$ cat src/rtl/mem_access_unit_pkg.sv
// Shared types for the LC-3b memory access unit: the sequencer state enum
// and the byte-enable type for the default 16-bit memory word.
package lc3b_types;

    // Sequencer states of the load/store engine
    typedef enum logic [1:0] {
        IDLE   = 2'd0,
        ACCESS = 2'd1,
        DONE   = 2'd2
    } mau_state_t;

    // Per-lane write enable for the default 16-bit word (two byte lanes)
    typedef logic [1:0] lc3b_mem_be;

    localparam int unsigned LC3B_WORD_WIDTH = 16;

endpackage

$ cat src/rtl/mem_access_unit_if.sv
// Request and memory-port bundle of the memory access unit.
// The slave modport is the unit itself; the master modport is the
// environment around it (control FSM on the request side, memory on the
// response side).
interface mem_access_unit_if #(
    parameter int DATA_WIDTH = 16,
    parameter int ADDR_WIDTH = 16
);
    logic                    req_valid;
    logic                    req_ready;
    logic                    req_write;
    logic                    req_byte;
    logic [ADDR_WIDTH-1:0]   req_addr;
    logic [DATA_WIDTH-1:0]   req_wdata;
    logic                    done;
    logic                    err;
    logic [DATA_WIDTH-1:0]   rdata;
    logic                    mem_read;
    logic                    mem_write;
    logic [ADDR_WIDTH-1:0]   mem_address;
    logic [DATA_WIDTH-1:0]   mem_wdata;
    logic [DATA_WIDTH/8-1:0] mem_byte_enable;
    logic [DATA_WIDTH-1:0]   mem_rdata;
    logic                    mem_resp;

    modport slave (
        input  req_valid, req_write, req_byte, req_addr, req_wdata,
        input  mem_rdata, mem_resp,
        output req_ready, done, err, rdata,
        output mem_read, mem_write, mem_address, mem_wdata, mem_byte_enable
    );

    modport master (
        output req_valid, req_write, req_byte, req_addr, req_wdata,
        output mem_rdata, mem_resp,
        input  req_ready, done, err, rdata,
        input  mem_read, mem_write, mem_address, mem_wdata, mem_byte_enable
    );
endinterface

$ cat src/rtl/mem_lane_steer.sv
// Combinational byte-lane steering for the memory access unit.
// Store side: replicates the low byte into every lane for byte stores and
// builds the byte enables. Load side: extracts one lane and zero-extends it.
module mem_lane_steer #(
    parameter int DATA_WIDTH = 16,
    localparam int LANES     = DATA_WIDTH / 8,
    localparam int LB        = $clog2(LANES)
) (
    input  logic                  i_st_write,
    input  logic                  i_st_byte,
    input  logic [LB-1:0]         i_st_lane,
    input  logic [DATA_WIDTH-1:0] i_st_data,
    output logic [DATA_WIDTH-1:0] o_st_data,
    output logic [LANES-1:0]      o_st_be,
    input  logic                  i_ld_byte,
    input  logic [LB-1:0]         i_ld_lane,
    input  logic [DATA_WIDTH-1:0] i_ld_data,
    output logic [DATA_WIDTH-1:0] o_ld_data
);

    // Store path: loads and word stores enable every lane, byte stores one
    always_comb begin
        o_st_data = i_st_data;
        o_st_be   = '1;
        if (i_st_write && i_st_byte) begin
            o_st_data          = {LANES{i_st_data[7:0]}};
            o_st_be            = '0;
            o_st_be[i_st_lane] = 1'b1;
        end
    end

    // Load path: byte loads return the addressed lane with zeros above it
    always_comb begin
        o_ld_data = i_ld_data;
        if (i_ld_byte) begin
            o_ld_data      = '0;
            o_ld_data[7:0] = i_ld_data[{i_ld_lane, 3'b000} +: 8];
        end
    end

endmodule

$ cat src/rtl/mem_access_unit.sv
// Self-sequencing load/store engine for the multicycle LC-3b datapath.
// Accepts one request at a time, drives a handshaked memory port with
// strobes held until mem_resp, and returns zero-extended read data with a
// one-cycle done pulse. Misaligned word accesses finish with err and never
// touch memory.
// Optional feature: define MEM_ACCESS_TIMEOUT_EN to abort an access that
// sees no mem_resp within TIMEOUT_CYCLES cycles (done with err).
module mem_access_unit
    import lc3b_types::*;
#(
    parameter int DATA_WIDTH     = 16,
    parameter int ADDR_WIDTH     = 16,
    parameter int TIMEOUT_CYCLES = 64
) (
    input  logic              clk,
    input  logic              rst,
    mem_access_unit_if.slave  bus
);

    localparam int LANES = DATA_WIDTH / 8;
    localparam int LB    = $clog2(LANES);

    mau_state_t            r_state;
    mau_state_t            w_next;
    logic                  r_write;
    logic                  r_byte;
    logic [LB-1:0]         r_lane;
    logic                  r_err;
    logic [DATA_WIDTH-1:0] r_rdata;
    logic [ADDR_WIDTH-1:0] r_address;
    logic [DATA_WIDTH-1:0] r_wdata;
    logic [LANES-1:0]      r_be;

    logic                  w_accept;
    logic [LB-1:0]         w_lane;
    logic                  w_misaligned;
    logic                  w_timeout;
    logic [DATA_WIDTH-1:0] w_st_data;
    logic [LANES-1:0]      w_st_be;
    logic [DATA_WIDTH-1:0] w_ld_data;

    assign w_accept     = bus.req_valid && (r_state == IDLE);
    assign w_lane       = bus.req_addr[LB-1:0];
    assign w_misaligned = !bus.req_byte && (w_lane != '0);

    assign bus.rdata           = r_rdata;
    assign bus.mem_address     = r_address;
    assign bus.mem_wdata       = r_wdata;
    assign bus.mem_byte_enable = r_be;

    // Store steering uses the live request; load steering uses the latched lane
    mem_lane_steer #(.DATA_WIDTH(DATA_WIDTH)) u_steer (
        .i_st_write (bus.req_write),
        .i_st_byte  (bus.req_byte),
        .i_st_lane  (w_lane),
        .i_st_data  (bus.req_wdata),
        .o_st_data  (w_st_data),
        .o_st_be    (w_st_be),
        .i_ld_byte  (r_byte),
        .i_ld_lane  (r_lane),
        .i_ld_data  (bus.mem_rdata),
        .o_ld_data  (w_ld_data)
    );

`ifdef MEM_ACCESS_TIMEOUT_EN
    localparam int TW = (TIMEOUT_CYCLES > 1) ? $clog2(TIMEOUT_CYCLES) : 1;

    logic [TW-1:0] r_to_count;

    assign w_timeout = (r_state == ACCESS) && !bus.mem_resp &&
                       (r_to_count == TW'(TIMEOUT_CYCLES - 1));

    // Count ACCESS cycles without a response; restarts at every accept
    always_ff @(posedge clk or posedge rst) begin
        if (rst) begin
            r_to_count <= '0;
        end else if (w_accept) begin
            r_to_count <= '0;
        end else if (r_state == ACCESS && !bus.mem_resp) begin
            r_to_count <= r_to_count + 1'b1;
        end
    end
`else
    assign w_timeout = 1'b0;
`endif

    // State register; reset lands in IDLE so the strobes drop at once
    always_ff @(posedge clk or posedge rst) begin
        if (rst) begin
            r_state <= IDLE;
        end else begin
            r_state <= w_next;
        end
    end

    // Next state and handshake outputs, decoded from the current state
    always_comb begin
        w_next        = r_state;
        bus.req_ready = 1'b0;
        bus.mem_read  = 1'b0;
        bus.mem_write = 1'b0;
        bus.done      = 1'b0;
        bus.err       = 1'b0;
        case (r_state)
            IDLE: begin
                bus.req_ready = 1'b1;
                if (bus.req_valid) begin
                    w_next = w_misaligned ? DONE : ACCESS;
                end
            end
            ACCESS: begin
                bus.mem_read  = !r_write;
                bus.mem_write = r_write;
                if (bus.mem_resp || w_timeout) begin
                    w_next = DONE;
                end
            end
            DONE: begin
                bus.done = 1'b1;
                bus.err  = r_err;
                w_next   = IDLE;
            end
            default: begin
                w_next = IDLE;
            end
        endcase
    end

    // Request capture at accept, read data capture on the memory response
    always_ff @(posedge clk or posedge rst) begin
        if (rst) begin
            r_write   <= 1'b0;
            r_byte    <= 1'b0;
            r_lane    <= '0;
            r_err     <= 1'b0;
            r_rdata   <= '0;
            r_address <= '0;
            r_wdata   <= '0;
            r_be      <= '0;
        end else if (w_accept) begin
            r_write   <= bus.req_write;
            r_byte    <= bus.req_byte;
            r_lane    <= w_lane;
            r_err     <= w_misaligned;
            r_address <= {bus.req_addr[ADDR_WIDTH-1:LB], {LB{1'b0}}};
            r_wdata   <= w_st_data;
            r_be      <= w_st_be;
        end else if (r_state == ACCESS) begin
            if (bus.mem_resp) begin
                if (!r_write) begin
                    r_rdata <= w_ld_data;
                end
            end else if (w_timeout) begin
                r_err <= 1'b1;
            end
        end
    end

endmodule

$ cat src/flat_wrapper.sv
// flat-port wrapper written by rule: the top's interface ports become plain ports
module mem_access_unit_flat import lc3b_types::*;
#(
    parameter int DATA_WIDTH     = 16,
    parameter int ADDR_WIDTH     = 16,
    parameter int TIMEOUT_CYCLES = 64
)
  (clk, rst, bus_req_valid, bus_req_write, bus_req_byte, bus_req_addr, bus_req_wdata, bus_mem_rdata, bus_mem_resp, bus_req_ready, bus_done, bus_err, bus_rdata, bus_mem_read, bus_mem_write, bus_mem_address, bus_mem_wdata, bus_mem_byte_enable);
  mem_access_unit_if #(.DATA_WIDTH(DATA_WIDTH), .ADDR_WIDTH(ADDR_WIDTH)) bus_i ();
  input  logic clk;
  input  logic rst;
  input wire logic [$bits(bus_i.req_valid)-1:0] bus_req_valid;
  input wire logic [$bits(bus_i.req_write)-1:0] bus_req_write;
  input wire logic [$bits(bus_i.req_byte)-1:0] bus_req_byte;
  input wire logic [$bits(bus_i.req_addr)-1:0] bus_req_addr;
  input wire logic [$bits(bus_i.req_wdata)-1:0] bus_req_wdata;
  input wire logic [$bits(bus_i.mem_rdata)-1:0] bus_mem_rdata;
  input wire logic [$bits(bus_i.mem_resp)-1:0] bus_mem_resp;
  output wire logic [$bits(bus_i.req_ready)-1:0] bus_req_ready;
  output wire logic [$bits(bus_i.done)-1:0] bus_done;
  output wire logic [$bits(bus_i.err)-1:0] bus_err;
  output wire logic [$bits(bus_i.rdata)-1:0] bus_rdata;
  output wire logic [$bits(bus_i.mem_read)-1:0] bus_mem_read;
  output wire logic [$bits(bus_i.mem_write)-1:0] bus_mem_write;
  output wire logic [$bits(bus_i.mem_address)-1:0] bus_mem_address;
  output wire logic [$bits(bus_i.mem_wdata)-1:0] bus_mem_wdata;
  output wire logic [$bits(bus_i.mem_byte_enable)-1:0] bus_mem_byte_enable;
  assign bus_i.req_valid = bus_req_valid;
  assign bus_i.req_write = bus_req_write;
  assign bus_i.req_byte = bus_req_byte;
  assign bus_i.req_addr = bus_req_addr;
  assign bus_i.req_wdata = bus_req_wdata;
  assign bus_i.mem_rdata = bus_mem_rdata;
  assign bus_i.mem_resp = bus_mem_resp;
  assign bus_req_ready = bus_i.req_ready;
  assign bus_done = bus_i.done;
  assign bus_err = bus_i.err;
  assign bus_rdata = bus_i.rdata;
  assign bus_mem_read = bus_i.mem_read;
  assign bus_mem_write = bus_i.mem_write;
  assign bus_mem_address = bus_i.mem_address;
  assign bus_mem_wdata = bus_i.mem_wdata;
  assign bus_mem_byte_enable = bus_i.mem_byte_enable;
  mem_access_unit #(.DATA_WIDTH(DATA_WIDTH), .ADDR_WIDTH(ADDR_WIDTH), .TIMEOUT_CYCLES(TIMEOUT_CYCLES)) u_core (.clk(clk), .rst(rst), .bus(bus_i));
endmodule
$ cat config.mk
export PLATFORM = sky130hd
export DESIGN_NAME = mem_access_unit_flat
export DESIGN_NICKNAME = d
export VERILOG_FILES = /design/src/rtl/mem_access_unit_pkg.sv /design/src/rtl/mem_access_unit_if.sv /design/src/rtl/mem_lane_steer.sv /design/src/rtl/mem_access_unit.sv /design/src/flat_wrapper.sv
export SDC_FILE = /design/constraint.sdc
export NUM_CORES = 1
export LEC_CHECK = 0
export ABC_AREA = 1
export BUFFER_PORTS_ARGS = -buffer_cell sky130_fd_sc_hd__buf_2
export CAP_MARGIN = 20
export CORE_MARGIN = 2
export CORE_UTILIZATION = 30
export CTS_CLUSTER_SIZE = 28
export DETAILED_ROUTE_END_ITERATION = 7
export SYNTH_ARGS = -nofsm -noshare
export SYNTH_HDL_FRONTEND = slang
export SYNTH_SLANG_ARGS = --single-unit
$ cat constraint.sdc
create_clock -name clk -period 1.5 [get_ports clk]
set_input_delay 0.15 -clock clk [delete_from_list [all_inputs] [get_ports clk]]
set_output_delay 0.15 -clock clk [all_outputs]
set_load 0.03 [all_outputs]
==> Word level (Yosys, flattened, before mapping) <==
Index checks and enable logic that the tools add are counted.
{ "classes": {"addsub": 0, "multipliers": 0, "div_mod_pow": 0, "n_lt_le_gt_ge": 2, "n_eq_ne": 4, "shifts": 1, "mux": 14, "bitwise_logic": 2, "n_reduce_logical": 9} }
{ "op_table": {"columns": ["cell", "n"], "rows": [
  ["$mux W16", 2],
  ["$shiftx A16 B5 Y8", 1],
  ["$mux W2", 4],
  ["$mux W1", 6],
  ["$logic_and A1 B1 Y1", 4],
  ["$ne A2 B2 Y1 const B", 2],
  ["$pmux W2 S2", 1],
  ["$reduce_and A4 Y1", 1],
  ["$eq A2 B1 Y1 const B", 1],
  ["$eq A2 B2 Y1 const B", 1],
  ["$logic_not A1 Y1", 2],
  ["$logic_not A2 Y1", 1],
  ["$lt A1 B2 Y1 const B", 1],
  ["$not A1 Y1", 2],
  ["$reduce_and A2 Y1", 1],
  ["$demux W1 S1", 1],
  ["$ge A1 B1 Y1 const B", 1]
]} }
{ "totals": {"regBits": 55, "latchBits": 0, "ramBits": 0, "rom_bits": 0, "input_bits": 54, "output_inout_bits": 55, "word_cells": 41, "memories": 0} }

==> Logic depth before layout (Yosys ltp) <==
Gate-level depths: netlist of run 1.
{ "depth": {"word_depth": 5, "mapped_depth": 7, "ltp_nobuf": 5} }

==> By module <==
Synthesis of run 1 repeated with hierarchy kept, for this count alone.
{ "hier_totals": {"hier_cells": 333, "area_unflattened_um2": 2661.3} }
{ "by_module_without_submodules": {"columns": ["mod", "n_inst", "cells_per_inst", "area_each_um2", "seq_area_each_um2"], "rows": [
  ["mem_access_unit", 1, 250, 2248.4, 1376.3],
  ["mem_lane_steer", 1, 83, 412.9, 0.0]
]} }

==> Worst setup path before layout of run 1 <==
No wires, ideal clock.
{ "synth_path": {"path_type": "register -> register", "from": "reg u_core.r_state[0]", "to": "reg u_core.r_wdata[10] (netlist: u_core.bus.mem_wdata[10])", "setup_time_ps": 65, "t_arrival_ps": 1283, "required_ps": 1435, "setup_slack_ps": 152, "stages_incl_launch_ff": 7, "path_buffers": 1, "period_less_slack_ps": 1348, "path_cell_list": "dfrtp_1 -> nor2_2 -> nand2_1 -> inv_2 -> buf_4 -> nand2_1 -> nand2_1"} }
{ "synth_between": {"elab_chain_len": 2} }
{ "synth_lines": {"columns": ["element", "line_no", "text"], "rows": [
  ["from (decl)", "mem_access_unit.sv:23", "mau_state_t r_state;"],
  ["from (signal assigned)", "mem_access_unit.sv:92", "r_state <= w_next;"],
  ["$logic_not A2 Y1", "mem_access_unit.sv:42", "assign w_accept = bus.req_valid && (r_state == IDLE);"],
  ["$logic_and A1 B1 Y1", "mem_access_unit.sv:42", null],
  ["to (signal assigned)", "mem_access_unit.sv:146", "r_wdata <= w_st_data;"],
  ["to (decl)", "mem_access_unit.sv:31", "logic [DATA_WIDTH-1:0] r_wdata;"]
]} }
Every way passes these cells.
A chain may end at the register's enable or synchronous reset.

==> Final worst setup path of run 1 <==
{ "layout_path": {"from": "reg u_core.r_state[0]", "to": "out bus_err"} }
{ "layout_between": {"elab_chain_len": 2} }
{ "layout_lines": {"columns": ["element", "line_no", "text"], "rows": [
  ["$eq A2 B2 Y1", "mem_access_unit.sv:104", "case (r_state)"],
  ["$mux W1", "mem_access_unit.sv:104", null],
  ["to (decl)", "flat_wrapper.sv:21", "output wire logic [$bits(bus_i.err)-1:0] bus_err;"]
]} }
Every way passes these cells.

==> results of run 1 <==
## area by class of cell
class	instances	share of cell area [%]
sequential	55	44.5
timing repair buffer	113	19.4
clock buffer	6	2.35
tap	102	4.13
multi-input combinational	203	26.7
inverter	24	2.91
## worst paths after layout
kind	start	end	slack, ns
min	bus_req_addr[12]	u_core.bus.mem_address[12]	0.04
min in group asynchronous	rst	u_core.bus.mem_address[10]	0.36
max in group asynchronous	rst	u_core.bus.mem_wdata[4]	0.61
min reg2reg	u_core.bus.rdata[7]	u_core.bus.rdata[7]	0.48
max	u_core.r_state[0]	bus_err	0.13
max reg2reg	u_core.r_state[0]	u_core.r_state[0]	0.19
## logic make-up after synthesis
logic type | synth area share (%)
simple gates | 27.7
flops | 58.2
buf+inv | 7.09
compound gates | 6.83
other cells | 0.159
## per-layer routing
layer	global-route usage, %	up-vias	part of all wire (%)
li1	-	1100	-
met1	17.8	982	45
met2	24.5	62	48
met3	3.25	6	5.4
met4	4.78	0	1.5
met5	0	-	0
## cell usage after synthesis
library cell | n | area, µm²
nand2_1 | 153 | 574
inv_2 | 1 | 3.75
inv_1 | 23 | 86.3
nand4_1 | 1 | 6.26
buf_4 | 5 | 37.5
dfrtp_1 | 55 | 1380
conb_1 | 1 | 3.75
o22ai_1 | 1 | 6.26
nand3_1 | 1 | 5.00
o21ai_0 | 31 | 155
nor2_2 | 1 | 6.26
nor2_4 | 1 | 11.3
nor3b_1 | 1 | 7.51
nor2_1 | 12 | 45.0
buf_2 | 8 | 40.0
## tightest hold or removal path, cell delays in order
cell and delay (ns):
buf_2 0.07, nand2_1 0.04, nand2_1 0.05
## through the flow
step / instances / hold WS (ns) / setup slack [ns] / total power [mW] / util [%]
floorplan: 295 / 0.258 / 0.00707 / 4.29 / -
global placement: 496 / 0.141 / 0.265 / 5.12 / 39.0
detailed placement: 496 / 0.142 / 0.222 / 5.16 / 39.0
CTS: 503 / 0.0307 / 0.0699 / 5.93 / 40.1
global route: 503 / 0.0282 / 0.0413 / 6.30 / 40.2
finish: 503 / 0.0396 / 0.130 / 5.87 / 40.2
## state kept, by name, summed over array words and instances, names as in the netlist
signal / cells
u_core.bus.mem_wdata: 16
u_core.bus.rdata: 16
u_core.bus.mem_address: 15
u_core.bus.mem_byte_enable: 2
u_core.r_state: 2
u_core.r_byte: 1
u_core.r_err: 1
u_core.r_lane: 1
u_core.r_write: 1
## power groups by stage
stage / sequential, mW / clock, mW / combinational (mW)
floorplan: 3.42 / 0 / 0.871
global placement: 2.37 / 0 / 2.75
detailed placement: 2.37 / 0 / 2.79
CTS: 2.36 / 0.778 / 2.79
global route: 2.43 / 0.857 / 3.01
finish: 2.36 / 0.752 / 2.76
## timing repair
action / in CTS / in global routing
endpoints found under the setup margin: 0 / 1
hold endpoints to repair: 15 / 0
hold buffers: 1 / 0
resized for setup: 0 / 3
==> impl_metrics.json, run 1 <==
{
  "status": "finished, final reports clean",
  "clock_latency_ns": 0.30,
  "r2r_cells": 5,
  "postRouteAntennaNets": 0,
  "grt_pass1_vias": 2147,
  "synth_area_um2": 2360,
  "worstPathCellList": "nor3b_1 > buf_2",
  "hold_violations": 0,
  "num_antenna_cells": 0,
  "postPlaceCellArea_um2": 3000,
  "die-height_um": 92.8,
  "swShare_pct": 46.6,
  "nets": 456,
  "num-fill-cells": 837,
  "cts_tree": "built",
  "final_area_um2": 3090,
  "drive_gt1_share_pct": 30.7,
  "startpoint_type": "flip-flop",
  "power_frac_comb_pct": 47.0,
  "share_clk_of_total_power_pct": 12.8,
  "cts_setup_buffers": 0,
  "start_util_pct": 30.8,
  "crit_cells": 2,
  "maxCapViolCount": 0,
  "clock_sinks": 55,
  "root_buffer": "clkbuf_8",
  "syn_to_final_growth_pct": 30.7,
  "seq_area_um2": 1380,
  "multi_input_area_um2": 826,
  "drt_iter0_drc": 93,
  "row_count": 32,
  "crit_path_top_delay_cell": "dfrtp_1",
  "syn_area_per_cell_um2": 8.02,
  "clk_path_buf_depth": 2,
  "internal_power_mw": 3.14,
  "rsz0062_at_grt": "false",
  "yosysUniqueCellTypes": 15,
  "place_hpwl_um": 4340,
  "die_w_um": 92.8,
  "htreeDepth": 2,
  "post_drt_wl_per_cell_um": 11.8,
  "path_class": "flip-flop to output pin",
  "vias": 2150,
  "end_kind": "output pin",
  "synthCells": 295,
  "switching_power_mw": 2.73,
  "period_minus_slack_ns": 1.37,
  "seqPwrFrac_pct": 40.2,
  "critPathTopFamily": "flip-flops",
  "routed_wl_um": 5930,
  "gp_congestion": 0.791,
  "layout_commonest_cell": "nand2_1",
  "io_buffer_count": 107,
  "skew_ns": 0.00462,
  "antenna_found_initial": 0,
  "yosysWarningCount": 0,
  "report.final.slew_viol_count": 0,
  "leakage_nw": 1.84,
  "clk_pin_slew_ns": 0.09,
  "dieArea_um2": 8610,
  "worstPathMaxFanout": 6,
  "hold_path.class": "input pin to flip-flop",
  "grt_overflow_total": 0,
  "fin_crit_sh_pct": 91.4,
  "max_freq_mhz": 730,
  "whs_path_depth": 3,
  "setup_viol": 0,
  "grt_pass1_wl_um": 9920,
  "route.detailed.drc": 0,
  "numCtsBuffers": 5,
  "final_cell_mix": "nand2_1 (153), buf_2 (106), dfrtp_1 (55)",
  "syn_nets": 349,
  "track_usage_pct": 14.3,
  "finalSetupTns_ns": 0,
  "vdd_drop_max_mv": 0.566,
  "fp.coreArea_um2": 7690,
  "via_per_inst": 4.27,
  "cp_slowest_stage_delay_ns": 0.45,
  "cp.buffers_inverters": 1,
  "worstPathArrival_ns": 1.22,
  "powerDensity_nw_per_um2": 1900,
  "io_pins": 109,
  "ys_seq_area_share_pct": 58.2,
  "ys_ff_latch": 55,
  "critPathRequiredTime_ns": 1.35,
  "drt-pass1-iter-count": 4,
  "grt_start_max_net_pins": 41
}
(Power assumes the default switching activity.)
==> run 2, diff against run 1 <==
--- a/config.mk
+++ b/config.mk
@@ -12,6 +12,7 @@
 export CORE_UTILIZATION = 30
 export CTS_CLUSTER_SIZE = 28
 export DETAILED_ROUTE_END_ITERATION = 7
+export MAX_ROUTING_LAYER = met4
 export SYNTH_ARGS = -nofsm -noshare
 export SYNTH_HDL_FRONTEND = slang
 export SYNTH_SLANG_ARGS = --single-unit
==> run 2 against run 1 <==
Effect of this change: non-clock buffer count unchanged; clock-buffer cell count unchanged; total power about the same; sequential power about the same; sequential cell count unchanged; highest routed layer unchanged.
==> impl_metrics.json, run 2 (same netlist as run 1, synthesis figures left out) <==
{
  "min_from": "bus_req_addr[12]",
  "drt-pass1-iter-count": 4,
  "cts_tree": "built",
  "switching_power_mw": 2.73,
  "r2r-end": "u_core.r_state[0]",
  "report.final.slew_viol_count": 0,
  "fin_util_pct": 40.2,
  "grt_overflow_total": 0,
  "worstPathArrival_ns": 1.22,
  "post_drt_wl_per_cell_um": 11.8,
  "worstPathMaxFanout": 6,
  "fin_crit_sh_pct": 91.2,
  "postPlaceCellArea_um2": 3000,
  "status": "finished, final reports clean",
  "setup_ws_ns": 0.132,
  "start_util_pct": 30.8,
  "clock_sinks": 55,
  "cts_setup_buffers": 0,
  "swShare_pct": 46.5,
  "r2r_slack_ns": 0.19,
  "via_per_inst": 4.27,
  "final_cell_mix": "nand2_1 (153), buf_2 (106), dfrtp_1 (55)",
  "nets": 456,
  "final_area_um2": 3090,
  "finalSetupTns_ns": 0,
  "cp.buffers_inverters": 1,
  "die_w_um": 92.8,
  "seqPwrFrac_pct": 40.2,
  "hold_path.class": "input pin to flip-flop",
  "io_buffer_count": 107,
  "met2_usage_pct": 24.5,
  "dp.cells": 496,
  "fin_cells": 503,
  "track_usage_pct": 14.7,
  "routed_wl_um": 5920,
  "busiest_layer": "met2",
  "vdd_drop_max_mv": 0.565,
  "path_class": "flip-flop to output pin",
  "vias": 2148,
  "clk_path_buf_depth": 2,
  "grt_pass1_vias": 2149,
  "fp.coreArea_um2": 7690,
  "hold_violations": 0,
  "cp_slowest_stage_delay_ns": 0.45,
  "share_clk_of_total_power_pct": 12.8,
  "postRouteAntennaNets": 0,
  "layout_commonest_cell": "nand2_1",
  "rsz0062_at_grt": "false",
  "leakage_nw": 1.84,
  "met3_usage_pct": 3.01,
  "worstPathCellList": "nor3b_1 > buf_2",
  "antenna_found_initial": 0,
  "place_hpwl_um": 4340,
  "htreeDepth": 2,
  "row_count": 32,
  "critPathRequiredTime_ns": 1.35,
  "route.detailed.drc": 0,
  "period_minus_slack_ns": 1.37,
  "startpoint_type": "flip-flop",
  "maxCapViolCount": 0,
  "gp_congestion": 0.802,
  "max_freq_mhz": 731,
  "root_buffer": "clkbuf_8",
  "grt_start_max_net_pins": 41,
  "die-height_um": 92.8,
  "critPathTopFamily": "flip-flops",
  "dieArea_um2": 8610,
  "crit_cells": 2,
  "power_frac_comb_pct": 47.0,
  "r2r_cells": 5,
  "powerDensity_nw_per_um2": 1900,
  "hold_ws_ns": 0.0399,
  "internal_power_mw": 3.14,
  "whs_path_depth": 3,
  "clk_pin_slew_ns": 0.09,
  "grt_pass1_wl_um": 9920,
  "drt_iter0_drc": 96,
  "syn_to_final_growth_pct": 30.7,
  "end_kind": "output pin",
  "clock_latency_ns": 0.30,
  "reg2reg_from": "u_core.r_state[0]",
  "whs_endpoint": "u_core.bus.mem_address[12]",
  "drive_gt1_share_pct": 30.7,
  "numCtsBuffers": 5,
  "pre_cts_ws_ns": 0.222,
  "grt_use_met1_pct": 18.0,
  "p_total_mw": 5.87,
  "skew_ns": 0.00587,
  "io_pins": 109,
  "crit_path_top_delay_cell": "dfrtp_1",
  "setup_viol": 0,
  "num_antenna_cells": 0
}
==> run 2: power groups by stage <==
stage | clock, mW | sequential [mW] | combinational, mW
after floorplan | 0 | 3.42 | 0.871
after global placement | 0 | 2.37 | 2.75
after detailed placement | 0 | 2.37 | 2.79
after CTS | 0.778 | 2.36 | 2.79
after global routing | 0.857 | 2.43 | 3.01
final | 0.751 | 2.36 | 2.76
==> run 2: how the worst max path moves through the flow <==
stage,end,slack [ns],from
after floorplan,u_core.bus.mem_address[10],0.007,rst
after global placement,u_core.r_write,0.27,u_core.r_state[0]
after detailed placement,u_core.r_state[0],0.22,u_core.r_state[0]
after CTS,bus_mem_read,0.07,u_core.r_state[1]
after global routing,bus_mem_read,0.04,u_core.r_write
final,bus_err,0.13,u_core.r_state[0]
==> run 2: per-layer routing <==
layer / routed length, µm / vias to the layer above
met1: 2650 / 980
li1: - / 1100
met5: 0 / -
met3: 297 / 6
met4: 89 / 0
met2: 2890 / 62
==> run 2: what timing repair did <==
action	4_1_cts	5_1_grt
gates resized for setup	0	3
setup endpoints to repair	0	1
endpoints found under the hold margin	15	0
hold buffers	1	0
==> run 2: area by class of cell <==
cell class,instances,area (µm²)
Fill cell,837,4600
Clock buffer,6,72.6
Multi-Input combinational cell,203,826
Timing Repair Buffer,113,598
Inverter,24,90.1
Tap cell,102,128
Sequential cell,55,1380
==> run 2: worst min-delay path, delay by kind of cell <==
kind                   cells  cell delay [ns]
AND/OR/NAND/NOR            2             0.09
buffers and inverters      1             0.07
